[src/rtl/i2s_rx_stereo48.sv]
// I2S stereo receiver: deserialises signed L/R words from an asynchronous I2S link
// and re-times each pair to the 48 kHz system enable through a one-pair buffer.
module i2s_rx_stereo48 #(
    parameter int unsigned DATA_W      = 18,
    parameter int unsigned SYNC_STAGES = 2,
    parameter int unsigned CNT_W       = 8
) (
    input  logic              clock,
    input  logic              reset,
    input  logic              clken48kHz,
    input  logic              i2s_sck,
    input  logic              i2s_ws,
    input  logic              i2s_sd,
    output logic [DATA_W-1:0] LEFTout,
    output logic [DATA_W-1:0] RIGHTout,
    output logic              sample_valid,
    output logic [CNT_W-1:0]  overrun_cnt,
    output logic [CNT_W-1:0]  underrun_cnt
);
    localparam int unsigned BC_W = $clog2(DATA_W + 1);
    localparam logic [CNT_W-1:0] CNT_MAX = '1;

    typedef enum logic [1:0] {IDLE, LEFT, RIGHT} state_t;

    state_t state, state_nxt;

    logic [SYNC_STAGES-1:0] sck_sync, ws_sync, sd_sync;
    logic                   sck_d, ws_prev;
    logic                   sck_rise, ws_s, sd_s;

    logic [DATA_W-1:0] shift, word_c, left_hold, pend_l, pend_r;
    logic [BC_W-1:0]   bitcnt;
    logic              left_seen, pair_ready;

    logic ws_edge_c, left_close_c, right_close_c, pair_done_c;

    assign sck_rise = sck_sync[SYNC_STAGES-1] & ~sck_d;
    assign ws_s     = ws_sync[SYNC_STAGES-1];
    assign sd_s     = sd_sync[SYNC_STAGES-1];

    // Current word with this rise's bit merged in (bitcnt saturates, so extra slot bits drop)
    always_comb begin
        word_c = shift;
        for (int i = 0; i < int'(DATA_W); i++) begin
            if (bitcnt == BC_W'(int'(DATA_W) - 1 - i)) word_c[i] = sd_s;
        end
    end

    // State register
    always_ff @(posedge clock) begin
        if (reset) state <= IDLE;
        else       state <= state_nxt;
    end

    // Next state and word-close strobes; a WS edge closes the old word on its LSB rise
    always_comb begin
        state_nxt     = state;
        ws_edge_c     = 1'b0;
        left_close_c  = 1'b0;
        right_close_c = 1'b0;
        pair_done_c   = 1'b0;
        if (sck_rise && (ws_s != ws_prev)) begin
            ws_edge_c     = 1'b1;
            state_nxt     = ws_s ? RIGHT : LEFT;
            left_close_c  = (state == LEFT);
            right_close_c = (state == RIGHT);
            pair_done_c   = (state == RIGHT) && left_seen;
        end
    end

    // Pin synchronisers and serial capture
    always_ff @(posedge clock) begin
        if (reset) begin
            sck_sync  <= '0;
            ws_sync   <= '0;
            sd_sync   <= '0;
            sck_d     <= 1'b0;
            ws_prev   <= 1'b0;
            shift     <= '0;
            bitcnt    <= '0;
            left_hold <= '0;
            left_seen <= 1'b0;
        end else begin
            sck_sync <= {sck_sync[SYNC_STAGES-2:0], i2s_sck};
            ws_sync  <= {ws_sync[SYNC_STAGES-2:0], i2s_ws};
            sd_sync  <= {sd_sync[SYNC_STAGES-2:0], i2s_sd};
            sck_d    <= sck_sync[SYNC_STAGES-1];
            if (sck_rise) begin
                ws_prev <= ws_s;
                if (ws_edge_c) begin
                    shift  <= '0;
                    bitcnt <= '0;
                end else if (state != IDLE) begin
                    shift <= word_c;
                    if (bitcnt < BC_W'(DATA_W)) bitcnt <= bitcnt + BC_W'(1);
                end
                if (left_close_c) begin
                    left_hold <= word_c;
                    left_seen <= 1'b1;
                end else if (right_close_c) begin
                    left_seen <= 1'b0;
                end
            end
        end
    end

    // One-pair buffer, enable-timed outputs and saturating error counters
    always_ff @(posedge clock) begin
        if (reset) begin
            pend_l       <= '0;
            pend_r       <= '0;
            pair_ready   <= 1'b0;
            LEFTout      <= '0;
            RIGHTout     <= '0;
            sample_valid <= 1'b0;
            overrun_cnt  <= '0;
            underrun_cnt <= '0;
        end else begin
            sample_valid <= 1'b0;
            if (clken48kHz) begin
                if (pair_ready) begin
                    LEFTout      <= pend_l;
                    RIGHTout     <= pend_r;
                    sample_valid <= 1'b1;
                end else if (underrun_cnt != CNT_MAX) begin
                    underrun_cnt <= underrun_cnt + CNT_W'(1);
                end
            end
            if (pair_done_c) begin
                pend_l     <= left_hold;
                pend_r     <= word_c;
                pair_ready <= 1'b1;
                if (pair_ready && !clken48kHz && (overrun_cnt != CNT_MAX))
                    overrun_cnt <= overrun_cnt + CNT_W'(1);
            end else if (clken48kHz) begin
                pair_ready <= 1'b0;
            end
        end
    end

endmodule

[config.mk]
export PLATFORM = sky130hd
export DESIGN_NAME = i2s_rx_stereo48
export DESIGN_NICKNAME = d
export VERILOG_FILES = /design/src/rtl/i2s_rx_stereo48.sv
export SDC_FILE = /design/constraint.sdc
export NUM_CORES = 1
export LEC_CHECK = 0
export ABC_AREA = 1
export CORE_ASPECT_RATIO = 1.4
export CORE_UTILIZATION = 55
export CTS_CLUSTER_SIZE = 28
export DETAILED_ROUTE_END_ITERATION = 6
export PLACE_DENSITY = 0.78
export RECOVER_POWER = 50
export SETUP_SLACK_MARGIN = 0.15
export SYNTH_ARGS = -nofsm -noshare
export SYNTH_HDL_FRONTEND = slang
export SYNTH_SLANG_ARGS = --single-unit
[constraint.sdc]
create_clock -name clock -period 1.6 [get_ports clock]
set_input_delay 0.32 -clock clock [delete_from_list [all_inputs] [get_ports clock]]
set_output_delay 0.32 -clock clock [all_outputs]
set_load 0.03 [all_outputs]
== After elaboration in Yosys (flattened, before gate mapping) ==
Cells that the tools add are included.
Word-level totals
  flip-flop bits (word level): 142
Cells by class
  add/subtract/negate cells: 3
  magnitude comparators: 1
  equality and inequality tests: 22
  multiplexer cells: 33
  bitwise logic cells: 4
  reduce and logical (&&, ||, !) cells: 19
Operator list (number)
  $eq 5x4->1 const B: 8
  $mux 18: 2
  $mux 1: 27
  $eq 5x3->1 const B: 4
  $add 8x1->8 const B: 2
  $ne 8x8->1 const B: 2
  $mux 5: 3
  $eq 5x2->1 const B: 2
  $eq 5x5->1 const B: 2
  $reduce_and 2->1: 5
  $reduce_bool 2->1: 5
  $reduce_and 3->1: 2
  $add 5x1->5 const B: 1
  $eq 5x1->1 const B: 1
  $logic_not 5->1: 1
  $lt 5x5->1 const B: 1
  $logic_and 1x1->1: 4
  $not 1->1: 3
  $eq 2x1->1 const B: 1
  $eq 2x2->1 const B: 1
  $mux 2: 1
  $reduce_or 2->1: 1
  $and 1x1->1: 1
  $logic_not 1->1: 1
  $ne 1x1->1: 1

== Logic depth before layout (Yosys ltp) ==
  depth in word-level cells: 6
  depth in mapped cells: 9
  gate-level depth less buffers: 9

== Worst setup path after synthesis ==
OpenSTA, ideal clock, no wires.
  path kind: reg-to-reg
  start: reg underrun_cnt[0]
  end: reg underrun_cnt[7]
  setup time: 113 ps
  arrival time: 1442 ps
  path slack: 44 ps
  stages on the path, launching flop included: 9
  buffers on the path: 0
  clock period less this slack: 1556 ps
  cell sequence: dfxtp_1 -> ha_1 -> nand2_1 -> inv_1 -> nand3_1 -> nand2_1 -> nor2_1 -> nor2_1 -> nor2_1
On the way
  cells in the longest elaborated chain, start to end: 2
  elaborated cells on any way between the ends: 3
RTL lines
  start, declared: line 18  | output logic [CNT_W-1:0] underrun_cnt
  start signal, assigned: line 126  | underrun_cnt <= underrun_cnt + CNT_W'(1);
  parallel branches: the longest is 2 deep, another holds $add 8x1->8
Parallel ways; which one is timed is not known.
A chain may end at the register's enable or synchronous reset.

== Worst setup path in the final report ==
  start: reg bitcnt[0]
  end: reg pend_r[7]
On the way
  cells in the longest elaborated chain, start to end: 2
RTL lines
  start, declared: line 32  | logic [BC_W-1:0] bitcnt;
  start signal, assigned: line 95  | if (bitcnt < BC_W'(DATA_W)) bitcnt <= bitcnt + BC_W'(1);
  $eq 5x4->1: line 45  | if (bitcnt == BC_W'(int'(DATA_W) - 1 - i)) word_c[i] = sd_s;
  $mux 1: line 45
  end signal, assigned: line 131  | pend_r <= word_c;
  end, declared: line 31  | logic [DATA_W-1:0] shift, word_c, left_hold, pend_l, pend_r;
Every way passes these cells.

==> results_dict.tcl <==
set metrics [dict create \
    status "complete, no violations" \
    ys_top_cells_by_count "nor2_1 (215), nand2_1 (143), dfxtp_1 (142)" \
    h-tree-depth 4 \
    ios 59 \
    layout.nets 894 \
    postPlaceCellArea_um2 6630 \
    area.sequential_um2 2860 \
    finalCritPeriodShare 0.965 \
    fin_cells 1029 \
    reg2reg_to "pend_r[7]" \
    synth_ff_type "dfxtp_1" \
    dieWidth_um 88.5 \
    crit_chain "inv_4 -> ha_2 -> inv_2 -> nor2_4 -> buf_6 -> nand2_2 -> nand2_1 -> o21ai_4 -> nand2_2 -> a21oi_2" \
    async_flop_share 0 \
    dp_cells 976 \
    setup_viol 0 \
    min_period_ns 1.54 \
    critPathBufInv 3 \
    drtAntennaViolNets 0 \
    multiInputGateArea_um2 2920 \
    crit_start "bitcnt[0]" \
    crit_type "register to register" \
    cp_slowest_cell "dfxtp_4" \
    grt.total_usage 0.257 \
    synthTopCellsByArea "dfxtp_1 (49%), nor2_1 (14%), nand2_1 (9.3%)" \
    r2r_slack_ns 0.06 \
    netlist-cell-type-count 29 \
    synth_warnings 0 \
    portBuffers 58 \
    grt_pass1_wl_um 21700 \
    path_depth 10 \
    antenna_cells 0 \
    fin_area_um2 7670 \
    fill_cells 683 \
    hold_viol 0 \
    max_slew_margin 0.399 \
    endpoint "pend_r[7]" \
    dr.pass1.iters 6 \
    slowest_delay_ns 0.38 \
    netlist_area_um2 5770 \
    clock_latency_ns 0.42 \
    synth_edf_count 0 \
    endpoint_kind "register" \
    finClkSkew_ns 0.0108 \
    cp-start-kind "register" \
    area_delta_synth_final_pct 33.1 \
    clockRootBuffer "clkbuf_16" \
    cts_tree "built" \
    vias_per_cell 5.51 \
    vias 5674 \
    synth.top_cell.area_share 0.493 \
    ys_seq_area_frac 0.493 \
    p_per_area_nw_per_um2 1020 \
    rows 43 \
    worstPathRequired_ns 1.87 \
    p_leak_nw 3.15 \
    routed_wl_um 15900 \
    synth_fp_nets 799 \
    grt_overflow_total 0 \
    critPathMaxFanout 4 \
    die_y_um 123 \
    drt_iter0_markers 375 \
    finalMaxSlewViolations 0 \
    drv_cap 0 \
    hold_class "register to register" \
    avgSynthCellArea_um2 7.34 \
    clockBufferDepth 2 \
    grt_pass1_vias 4893 \
    cp_common_cell "nand2_2" \
    ys_ff_latch 142 \
    drive_above_1_share 0.234 \
    critPathTopFamily "simple AND/OR/NAND/NOR gates" \
    core_um2 10100 \
    synth.most_common_cell "nor2_1" \
    r2r_cells 10 \
    antenna_found_initial 0 \
    rr_startpoint "bitcnt[0]" \
    ir_worst_vdd_mv 0.789 \
    max_freq_ghz 0.648 \
    place.gp.congestion 0.925 \
    initial_utilization 0.573 \
    synth_top_area_cell "dfxtp_1" \
    clk_pin_slew_ns 0.06 \
    cts_sinks 142 \
    worst_pin_slew_ns 0.901 \
    dieArea_um2 10900 \
    drc_errors 0 \
    avgRoutedWirePerCell_um 15.4 \
    final_core_util 0.763 \
    hpwl_um 8640 \
    numCtsBuffers 17 \
    syn_inst 786 \
    grt_max_degree 93 \
    cp_data_arrival_time_ns 1.81 \
    rsz0062_at_grt "true" \
]
[worst reg2reg max path, cell delays in order, from the launching register on]
cell and delay, ns:
dfxtp_4 0.38, inv_4 0.08, ha_2 0.17, inv_2 0.04, nor2_4 0.16, buf_6 0.13, nand2_2 0.07, nand2_1 0.12
o21ai_4 0.09, nand2_2 0.11, a21oi_2 0.06
[layout make-up]
cell class,count,area share
Timing Repair Buffer,111,0.120
Sequential cell,142,0.373
Clock buffer,19,0.0577
Clock inverter,13,0.0212
Multi-Input combinational cell,561,0.381
Tap cell,135,0.0220
Inverter,48,0.0251
[power breakdown]
part           leakage [nW]  switching [mW]  internal, mW
logic                  1.71           0.131        0.0676
registers              1.15          0.0105          3.55
clock network         0.295            1.56          2.50
total                  3.15            1.70          6.12
[layer usage]
layer	track usage	vias to the layer above	part of all wire
met4	0.145	0	0.048
met3	0.0501	68	0.054
met5	0	-	0
met1	0.287	2689	0.39
met2	0.450	228	0.51
li1	-	2689	-
[logic make-up (layout without fill, tap and decap cells)]
| logic type | count (synthesis) | in the layout | share of synthesized area |
|---|---|---|---|
| adder cells (fa/ha/maj) | 7 | 7 | 0.0152 |
| AO/OA/AOI/OAI | 150 | 150 | 0.136 |
| buffers and inverters | 84 | 191 | 0.0658 |
| AND/OR/NAND/NOR | 399 | 400 | 0.284 |
| flip-flops | 142 | 142 | 0.493 |
| XOR/XNOR | 4 | 4 | 0.00608 |
[registers in the layout, indices dropped and copies added, names as in the netlist, 5 cells and up]
name          cells
LEFTout          18
RIGHTout         18
left_hold        18
pend_l           18
pend_r           18
shift            18
overrun_cnt       8
underrun_cnt      8
bitcnt            5
[cells in the final DEF, fill, tap and decap left out, types with 6 or more instances in the layout]
master,n
o21ai_0,79
buf_12,6
buf_6,10
nand3_1,17
clkbuf_1,40
inv_1,36
nand2_1,116
nor2_4,18
dfxtp_2,10
o21ai_2,11
nor2_1,198
a21oi_2,8
a21oi_1,31
o21ai_1,13
clkdlybuf4s15_2,8
nand2_2,25
nor2_2,8
dfxtp_1,130
clkbuf_16,21
buf_4,30
inv_2,8
[how the worst min path moves through the flow]
stage / depth (start not counted) / end / from
2_1_floorplan: 2 / sck_sync[1] / sck_sync[0]
3_3_place_gp: 2 / sck_sync[1] / sck_sync[0]
3_5_place_dp: 2 / sck_sync[1] / sck_sync[0]
4_1_cts: 2 / sck_sync[1] / sck_sync[0]
5_1_grt: 2 / sd_sync[1] / sd_sync[0]
6_report: 2 / sck_sync[1] / sck_sync[0]
[through the flow]
stage / total power [mW] / setup WS [ns] / hold slack, ns / TNS, ns
after CTS: 7.79 / 0.107 / 0.402 / 0
after detailed placement: 3.82 / -0.0405 / 0.393 / -0.213
after floorplan: 3.76 / 0.180 / 0.388 / 0
after global placement: 3.82 / -0.00444 / 0.390 / -0.00561
final: 7.82 / 0.0564 / 0.395 / 0
after global routing: 8.00 / 0.00404 / 0.413 / 0
[timing repair]
action	4_1_cts	5_1_grt
endpoints found under the setup margin	116	108
hold buffers	0	0
setup buffers	2	12
endpoints found under the hold margin	0	0
cloned	0	7
gates resized for setup	163	166
pin swaps	4	46
No activity file was read; power rests on OpenSTA's default activity.
